[src/rtl/freq_meter_pkg.sv]
// Shared types and default constants for the gated-window frequency meter.
// The FSM state enum is also the type of the top-level debug state output.
package freq_meter_pkg;

  typedef enum logic [1:0] {
    IDLE    = 2'd0,
    ARM     = 2'd1,
    MEASURE = 2'd2
  } state_t;

  localparam int ARM_CYCLES       = 2;
  localparam int DEF_GATE_CYCLES  = 1000000;
  localparam int DEF_CNT_W        = 20;
  localparam int DEF_MIN_CNT      = 0;
  localparam int DEF_LOCK_WINDOWS = 4;

endpackage

[src/rtl/freq_meter_sync_edge.sv]
// Two-flop synchroniser followed by a registered rising-edge detector.
// A rise on async_in appears as a one-cycle pulse on rise three clocks later.
module sync_edge (
  input  logic clk,
  input  logic rst_n,
  input  logic async_in,
  output logic rise
);

  logic s1, s2, s3;

  always_ff @(posedge clk or negedge rst_n) begin
    if (!rst_n) begin
      s1   <= 1'b0;
      s2   <= 1'b0;
      s3   <= 1'b0;
      rise <= 1'b0;
    end else begin
      s1   <= async_in;
      s2   <= s1;
      s3   <= s2;
      rise <= s2 & ~s3;
    end
  end

endmodule

[src/rtl/freq_meter.sv]
// Counts rising edges of an asynchronous input over back-to-back gate windows
// of GATE_CYCLES clocks and reports count, overflow, range and lock status.
module freq_meter
  import freq_meter_pkg::*;
#(
  parameter int GATE_CYCLES  = DEF_GATE_CYCLES,
  parameter int CNT_W        = DEF_CNT_W,
  parameter int MIN_CNT      = DEF_MIN_CNT,
  parameter int MAX_CNT      = 2**CNT_W - 2,
  parameter int LOCK_WINDOWS = DEF_LOCK_WINDOWS
) (
  input  logic             clk,
  input  logic             rst_n,
  input  logic             meas_in,
  input  logic             enable,
  output logic [CNT_W-1:0] count,
  output logic             count_valid,
  output logic             overflow,
  output logic             in_range,
  output logic             locked,
  output state_t           dbg_state
);

  localparam int GW = $clog2(GATE_CYCLES);
  localparam int LW = $clog2(LOCK_WINDOWS + 1);
  localparam logic [GW-1:0]    GATE_LAST = GW'(GATE_CYCLES - 1);
  localparam logic [GW-1:0]    ARM_LAST  = GW'(ARM_CYCLES - 1);
  localparam logic [CNT_W-1:0] SAT       = '1;
  localparam logic [CNT_W-1:0] MAX_C     = CNT_W'(MAX_CNT);
  localparam logic [LW-1:0]    LOCK_C    = LW'(LOCK_WINDOWS);

  state_t           state, state_nxt;
  logic             rise;
  logic             win_done, abort;
  logic [GW-1:0]    gate_cnt;
  logic [CNT_W-1:0] edge_cnt, edge_nxt;
  logic [LW-1:0]    lock_cnt, lock_nxt;
  logic             min_ok, win_ovf, win_in_range;

  sync_edge u_sync_edge (
    .clk      (clk),
    .rst_n    (rst_n),
    .async_in (meas_in),
    .rise     (rise)
  );

  assign dbg_state = state;

  always_ff @(posedge clk or negedge rst_n) begin
    if (!rst_n) state <= IDLE;
    else        state <= state_nxt;
  end

  // ARM reuses the gate counter to time the pipeline fill.
  always_comb begin
    state_nxt = state;
    win_done  = 1'b0;
    abort     = 1'b0;
    case (state)
      IDLE: begin
        if (enable) state_nxt = ARM;
      end
      ARM: begin
        if (!enable) begin
          state_nxt = IDLE;
          abort     = 1'b1;
        end else if (gate_cnt == ARM_LAST) begin
          state_nxt = MEASURE;
        end
      end
      MEASURE: begin
        if (!enable) begin
          state_nxt = IDLE;
          abort     = 1'b1;
        end else if (gate_cnt == GATE_LAST) begin
          win_done = 1'b1;
        end
      end
      default: state_nxt = IDLE;
    endcase
  end

  // Window result includes an edge arriving on the final gate cycle.
  always_comb begin
    edge_nxt = edge_cnt;
    if (rise && (edge_cnt != SAT)) edge_nxt = edge_cnt + 1'b1;
  end

  assign win_ovf = (edge_nxt == SAT);

  if (MIN_CNT == 0) begin : g_min_zero
    assign min_ok = 1'b1;
  end else begin : g_min
    localparam logic [CNT_W-1:0] MIN_C = CNT_W'(MIN_CNT);
    assign min_ok = (edge_nxt >= MIN_C);
  end

  assign win_in_range = !win_ovf && min_ok && (edge_nxt <= MAX_C);

  always_comb begin
    lock_nxt = '0;
    if (win_in_range) lock_nxt = (lock_cnt == LOCK_C) ? lock_cnt : lock_cnt + 1'b1;
  end

  always_ff @(posedge clk or negedge rst_n) begin
    if (!rst_n) begin
      gate_cnt    <= '0;
      edge_cnt    <= '0;
      count       <= '0;
      count_valid <= 1'b0;
      overflow    <= 1'b0;
      in_range    <= 1'b0;
      lock_cnt    <= '0;
      locked      <= 1'b0;
    end else begin
      count_valid <= 1'b0;
      if (abort) begin
        lock_cnt <= '0;
        locked   <= 1'b0;
      end
      case (state)
        ARM: begin
          gate_cnt <= (state_nxt == ARM) ? gate_cnt + 1'b1 : '0;
          edge_cnt <= '0;
        end
        MEASURE: begin
          if (abort) begin
            gate_cnt <= '0;
            edge_cnt <= '0;
          end else if (win_done) begin
            // Delivery cycle is also gate cycle 0 of the next window.
            gate_cnt    <= '0;
            edge_cnt    <= '0;
            count       <= edge_nxt;
            overflow    <= win_ovf;
            in_range    <= win_in_range;
            count_valid <= 1'b1;
            lock_cnt    <= lock_nxt;
            locked      <= (lock_nxt == LOCK_C);
          end else begin
            gate_cnt <= gate_cnt + 1'b1;
            edge_cnt <= edge_nxt;
          end
        end
        default: begin
          gate_cnt <= '0;
          edge_cnt <= '0;
        end
      endcase
    end
  end

endmodule

[config.mk]
export PLATFORM = sky130hd
export DESIGN_NAME = freq_meter
export DESIGN_NICKNAME = d
export VERILOG_FILES = /design/src/rtl/freq_meter_pkg.sv /design/src/rtl/freq_meter_sync_edge.sv /design/src/rtl/freq_meter.sv
export SDC_FILE = /design/constraint.sdc
export NUM_CORES = 1
export LEC_CHECK = 0
export ABC_AREA = 1
export CAP_MARGIN = 25
export CORE_AREA = 2 2 95 97
export DETAILED_ROUTE_END_ITERATION = 6
export DIE_AREA = 0 0 97 99
export DONT_BUFFER_PORTS = 1
export PLACE_DENSITY = 0.67
export SETUP_SLACK_MARGIN = 0.1
export SLEW_MARGIN = 20
export SYNTH_ARGS = -nofsm -noshare
export SYNTH_HDL_FRONTEND = slang
export SYNTH_HIERARCHICAL = 1
export SYNTH_SLANG_ARGS = --single-unit
[constraint.sdc]
create_clock -name clk -period 2.3 [get_ports clk]
set_clock_uncertainty 0.1 [all_clocks]
set_input_delay 0.46 -clock clk [delete_from_list [all_inputs] [get_ports clk]]
set_output_delay 0.46 -clock clk [all_outputs]
set_load 0.05 [all_outputs]
* Word level (Yosys, flattened, before mapping)
Cells that the tools add are included.
Storage, ports and cells: flip-flop bits (word level) 73
Cells by class: add/subtract/negate cells 3, $lt $le $gt $ge 1, equal/unequal tests 9, mux-type cells 31, bitwise logic cells 3, reduce and logical (&&, ||, !) cells 6
Operators with widths (count):
- $mux W20 | 7
- $add A20 B1 Y20 const B | 2
- $eq A20 B20 Y1 const B | 2
- $pmux W20 S2 | 1
- $eq A20 B1 Y1 const B | 1
- $le A20 B20 Y1 const B | 1
- $ne A20 B20 Y1 const B | 1
- $mux W3 | 6
- $mux W1 | 12
- $mux W2 | 4
- $eq A3 B3 Y1 const B | 2
- $pmux W2 S3 | 1
- $eq A2 B1 Y1 const B | 2
- $add A3 B1 Y3 const B | 1
- $reduce_and A3 Y1 | 1
- $eq A2 B2 Y1 const B | 1
- $logic_and A1 B1 Y1 | 2
- $logic_not A2 Y1 | 1
- $not A1 Y1 | 2
- $reduce_or A2 Y1 | 1
- $and A1 B1 Y1 | 1
- $logic_not A1 Y1 | 1

* Logic depth before layout (Yosys ltp)
word-level depth 11, mapped depth 16, depth with buffers taken out 15

* Cells and area by module
The synthesis kept the hierarchy.
By module, submodules not included:
- freq_meter | instances 1, cells an instance 505, area each 3923.8 µm²
- sync_edge | instances 1, cells an instance 6, area each 110.1 µm²

* Worst setup path after synthesis
Ideal clock, no wire load.
path type reg2reg, from register state[0], in the netlist dbg_state[0], to register gate_cnt[11], library setup time 0.121 ns, arrival 1.969 ns, required time 2.079 ns, slack 0.110 ns, stages on the path, launching flop included 13, cells stage by stage dfrtp_1 -> inv_1 -> ha_1 -> o21ai_0 -> nor2_1 -> o21ai_0 -> a21o_1 -> nor2_1 -> nand2_1 -> nand2_1 -> nand2_2 -> buf_4 -> nor2_1
On the way: cells in the longest elaborated chain, start to end 6, elaborated cells on any way between the ends 16, classes of those cells 3 x eq/ne; 11 x mux; 2 x reduce/logical
RTL lines:
- from (decl) | line freq_meter.sv:32 | state_t state, state_nxt;
- from (signal assigned) | line freq_meter.sv:51 | else state <= state_nxt;
- $mux W2 | line freq_meter.sv:67 | end else if (gate_cnt == ARM_LAST) begin
- $mux W2 | line freq_meter.sv:64 | if (!enable) begin
- $pmux W2 S3 | line freq_meter.sv:59 | case (state)
- $eq A2 B1 Y1 | line freq_meter.sv:123 | gate_cnt <= (state_nxt == ARM) ? gate_cnt + 1'b1 : '0;
- $mux W20 | line freq_meter.sv:123
- $pmux W20 S2 * | line freq_meter.sv:121 | case (state)
- to (signal assigned) | line freq_meter.sv:123
- to (signal assigned) | line freq_meter.sv:141 | gate_cnt <= gate_cnt + 1'b1;
- to (decl) | line freq_meter.sv:35 | logic [GW-1:0] gate_cnt;
Mark *: on every way between the ends. The rest lies on a longest branch, timed or not. A chain may end at the register's enable or synchronous reset.

* Worst setup path in the final report
from register edge_cnt[1], to register locked
On the way: cells in the longest elaborated chain, start to end 11, elaborated cells on any way between the ends 13, classes of those cells 1 x add/sub; 1 x order compare; 3 x eq/ne; 5 x mux; 3 x reduce/logical
RTL lines:
- from (decl) | line freq_meter.sv:36 | logic [CNT_W-1:0] edge_cnt, edge_nxt;
- from (signal assigned) | line freq_meter.sv:142 | edge_cnt <= edge_nxt;
- parallel branches: the longest is 2 deep, another holds $add A20 B1 Y20
- $mux W20 * | line freq_meter.sv:86 | if (rise && (edge_cnt != SAT)) edge_nxt = edge_cnt + 1'b1;
- parallel branches: the longest is 2 deep, another holds $le A20 B20 Y1
- $logic_and A1 B1 Y1 * | line freq_meter.sv:98 | assign win_in_range = !win_ovf && min_ok && (edge_nxt <= MAX_C);
- $mux W3 * | line freq_meter.sv:102 | if (win_in_range) lock_nxt = (lock_cnt == LOCK_C) ? lock_cnt : lock_cnt + 1'b1;
- $eq A3 B3 Y1 * | line freq_meter.sv:139 | locked <= (lock_nxt == LOCK_C);
- $mux W1 * | line freq_meter.sv:130 | end else if (win_done) begin
- $mux W1 * | line freq_meter.sv:127 | if (abort) begin
- $mux W1 * | line freq_meter.sv:121
- to (signal assigned) | line freq_meter.sv:139
- to (decl) | line freq_meter.sv:20 | output logic locked,
Every way passes the cells marked *.

==> summary.txt <==
Floorplanning
  – Die Width: 97 um
  – Die height: 99 um
  – Core area: 8550 um^2
  – Area of the die: 9600 um^2
  – Row count: 34
  – Io pins: 30
  – Initial Utilization: 47.2%

Critical path
  – Slowest stage delay, CP: 400 ps
  – Critical path cell sequence: ha_4 -> nand2_2 -> inv_2 -> nand2_2 -> nor2_4 -> nand3_4 -> nand2_4 -> xor2_4 -> nand3_2 -> nor2_4 -> nand4_4 -> nand4_1 -> nand2_1
  – CP max-delay cell: dfrtp_1
  – Critical Path Fanout Max: 7
  – Startpoint Class: register
  – Top delay family on crit path: simple AND/OR/NAND/NOR gates
  – Critical Path RT: 2440 ps
  – Setup CP Type: register to register
  – CP bufs+invs: 1
  – Endpoint class of the critical path: register
  – CP arrival: 2290 ps

Power and ir drop
  – Pwr per Cell Area: 623 nW/um^2
  – Power Total: 2.91 mW
  – Worst VDD drop: 0.333 mV
  – Lkg Pwr: 2.07 nW

Min path
  – Worst hold path class: primary input to async pin

Global routing
  – Initial antenna violation count: 0
  – Vias in the first global route: 3151
  – Global Route met1 Usage: 23.2%
  – Total GRT Usage: 18.6%
  – First-pass GRT wire length: 14.6 mm
  – Met2 usage: 31.6%
  – Largest net degree at the start of global routing: 74
  – Met3 GRT Util: 4.18%
  – GR Overflow Total: 0
  – Busiest grt layer: met2

Yosys
  – #FFs+latches synth: 73
  – Post-Syn Nets: 524
  – Largest area contributor in the synthesized netlist: dfrtp_1
  – Synth Cell Area: 4030 um^2
  – Sequential area share after synthesis: 45.3%
  – Yosys warns: 6
  – Post-synth cell types: 36
  – Most frequent cell after synthesis: nand2_1
  – Synth top cells by count: 125 x nand2_1, 73 x dfrtp_1, 73 x nor2_1
  – Top cell type's share of synthesized area: 45.3%
  – Fraction of registers with async set/reset: 100%
  – Top FF cell, synth: dfrtp_1
  – Post-synth EDFFs: 0
  – Mean post-synth cell area: 7.89 um^2
  – Gate Count Post-Synth: 511
  – Top cells by area, synth: dfrtp_1 45%, nand2_1 12%, nor2_1 6.8%, inv_1 5.3%, nand3_1 4.6%

Timing
  – Max-slew violations: 0
  – Slew headroom: 65.2%
  – Unrepaired setup endpoints after global routing: true
  – PnR worst setup slack: 151 ps
  – Max Clk Rate: 465 MHz
  – Hold_ws: -299 ps
  – Final min period: 2150 ps
  – Final setup violation count: 0
  – Fin. Hold Viols: 73
  – Final clock period utilization by the worst path: 93.4%
  – Worst-Margin Slew: 522 ps

Finish
  – N_diodes: 0
  – Share of cells above drive strength 1: 20.5%
  – Area delta synth->final: 15.8%
  – NumNets Final: 549
  – Fin cells: 649
  – Post-route cell area: 4670 um^2

CTS
  – Worst-case clock buffer depth: 2
  – H-tree depth: 3
  – CTS tree: yes
  – Clock transition at the registers of the reported paths: 80 ps
  – Num CTS Buffers: 9
  – Root Buffer: clkbuf_8
  – Sink Count: 73
  – Worst skew pair latency: 350 ps

Routing
  – Post-route ant nets: 0
  – First-pass DRT Iterations: 4
  – Routed WL: 8.82 mm
  – Vias/cell: 5.03
  – DRC: 0
  – Vias: 3266
  – DRT iter0 DRCs: 171
  – WL per Instance: 13.6 um

Place
  – Placed cell count: 619
  – Cell Area, Placed: 4190 um^2
  – Routability Congestion: 0.926
  – Place WS: -17.4 ps
  – HPWL after DPL: 6.15 mm
  – PortBufs: 0

Run status
  – Failing checks: negative hold slack
  – Status: complete, but fails checks

Run
  – Max-Cap Viols: 0
-- path summary, 6_finish.rpt --
kind / startpoint / endpoint / slack, ps / cells past startpoint
max in group asynchronous: rst_n / edge_cnt[19] / 2280 / 0
worst max register to register: edge_cnt[1] / locked / 150 / 13
worst max-delay path: edge_cnt[1] / locked / 150 / 13
worst min register to register: u_sync_edge/s1 / u_sync_edge/s2 / 250 / 0
min in group clk: meas_in / u_sync_edge/s1 / 40 / 0
worst min-delay path: rst_n / count[11] / -300 / 0
-- worst reg2reg max path: cells and delay by family, from the launching register on --
family / cells / cell delay, ps
xor gates and xnor gates: 1 / 170
adders and majority gates: 1 / 190
buffers and inverters: 1 / 60
DFF: 1 / 400
and+or+nand+nor: 10 / 1120
-- placed cells by master, fill, tap and decap left out, types with 7 or more instances in the layout --
cell | netlist | final
inv_2 | 8 | 8
nor2_4 | 5 | 7
nand4_1 | 12 | 12
nand2_1 | 125 | 119
dfrtp_1 | 73 | 72
nand3_1 | 37 | 33
nor2_2 | 9 | 15
nor3_1 | 8 | 7
o21ai_0 | 25 | 25
ha_1 | 9 | 8
buf_4 | 1 | 19
clkbuf_8 | 0 | 9
inv_1 | 57 | 57
nand2_2 | 16 | 20
xor2_1 | 14 | 14
nor2_1 | 73 | 65
-- layout make-up --
cell class	instances	area, um^2
clock buffers	10	128
clock inverters	6	92.6
fillers	744	3880
inverters	66	248
multi-input cells	367	2100
flip-flops and latches	73	1830
well taps	108	135
repair buffers	19	143
-- power breakdown --
part / leakage [nW] / switching (mW) / total, mW / internal [mW]
clock: 0.103 / 0.489 / 1.10 / 0.614
combinational: 0.959 / 0.326 / 0.463 / 0.137
sequential: 1.01 / 0.0321 / 1.34 / 1.31
-- registers in the layout, indices dropped and copies added, names as in the netlist --
| name | flops |
|---|---|
| count | 20 |
| edge_cnt | 20 |
| in_range | 1 |
| count_valid | 1 |
| u_sync_edge/s2 | 1 |
| lock_cnt | 3 |
| u_sync_edge/rise | 1 |
| u_sync_edge/s3 | 1 |
| gate_cnt | 20 |
| dbg_state | 2 |
| u_sync_edge/s1 | 1 |
| overflow | 1 |
| locked | 1 |
-- kinds of logic (layout without fill, tap and decap cells) --
kind of cell               count (synthesis)  after routing  share of synthesized area, %
DFF                                       73             73                          45.3
xor gates and xnor gates                  20             20                          4.71
adders and majority gates                  9              9                          2.79
and+or+nand+nor                          301            306                          35.5
AOI/OAI and AO/OA                         32             32                          4.19
buffers and inverters                     76            101                          7.57
-- stage by stage --
stage / setup TNS [ps] / utilization [%]
after floorplan: 0 / -
after global placement: 0 / 49.0
after detailed placement: -23.6 / 49.0
after CTS: 0 / 51.6
after global routing: -37.0 / 54.6
final: 0 / 54.6
-- what timing repair did --
action / 4_1_cts / 5_1_grt
pin swaps: 0 / 9
hold endpoints to repair: 73 / 73
buffers inserted: 0 / 9
cloned: 0 / 5
gates resized for setup: 2 / 34
setup endpoints to repair: 6 / 26
-- metal layers --
layer / vias up / share of wire [%]
met5: - / 0
met4: 0 / 2.4
met3: 19 / 4.0
met2: 67 / 49
met1: 1516 / 44
li1: 1664 / -
Note: power is estimated with default switching activity, not from simulation.
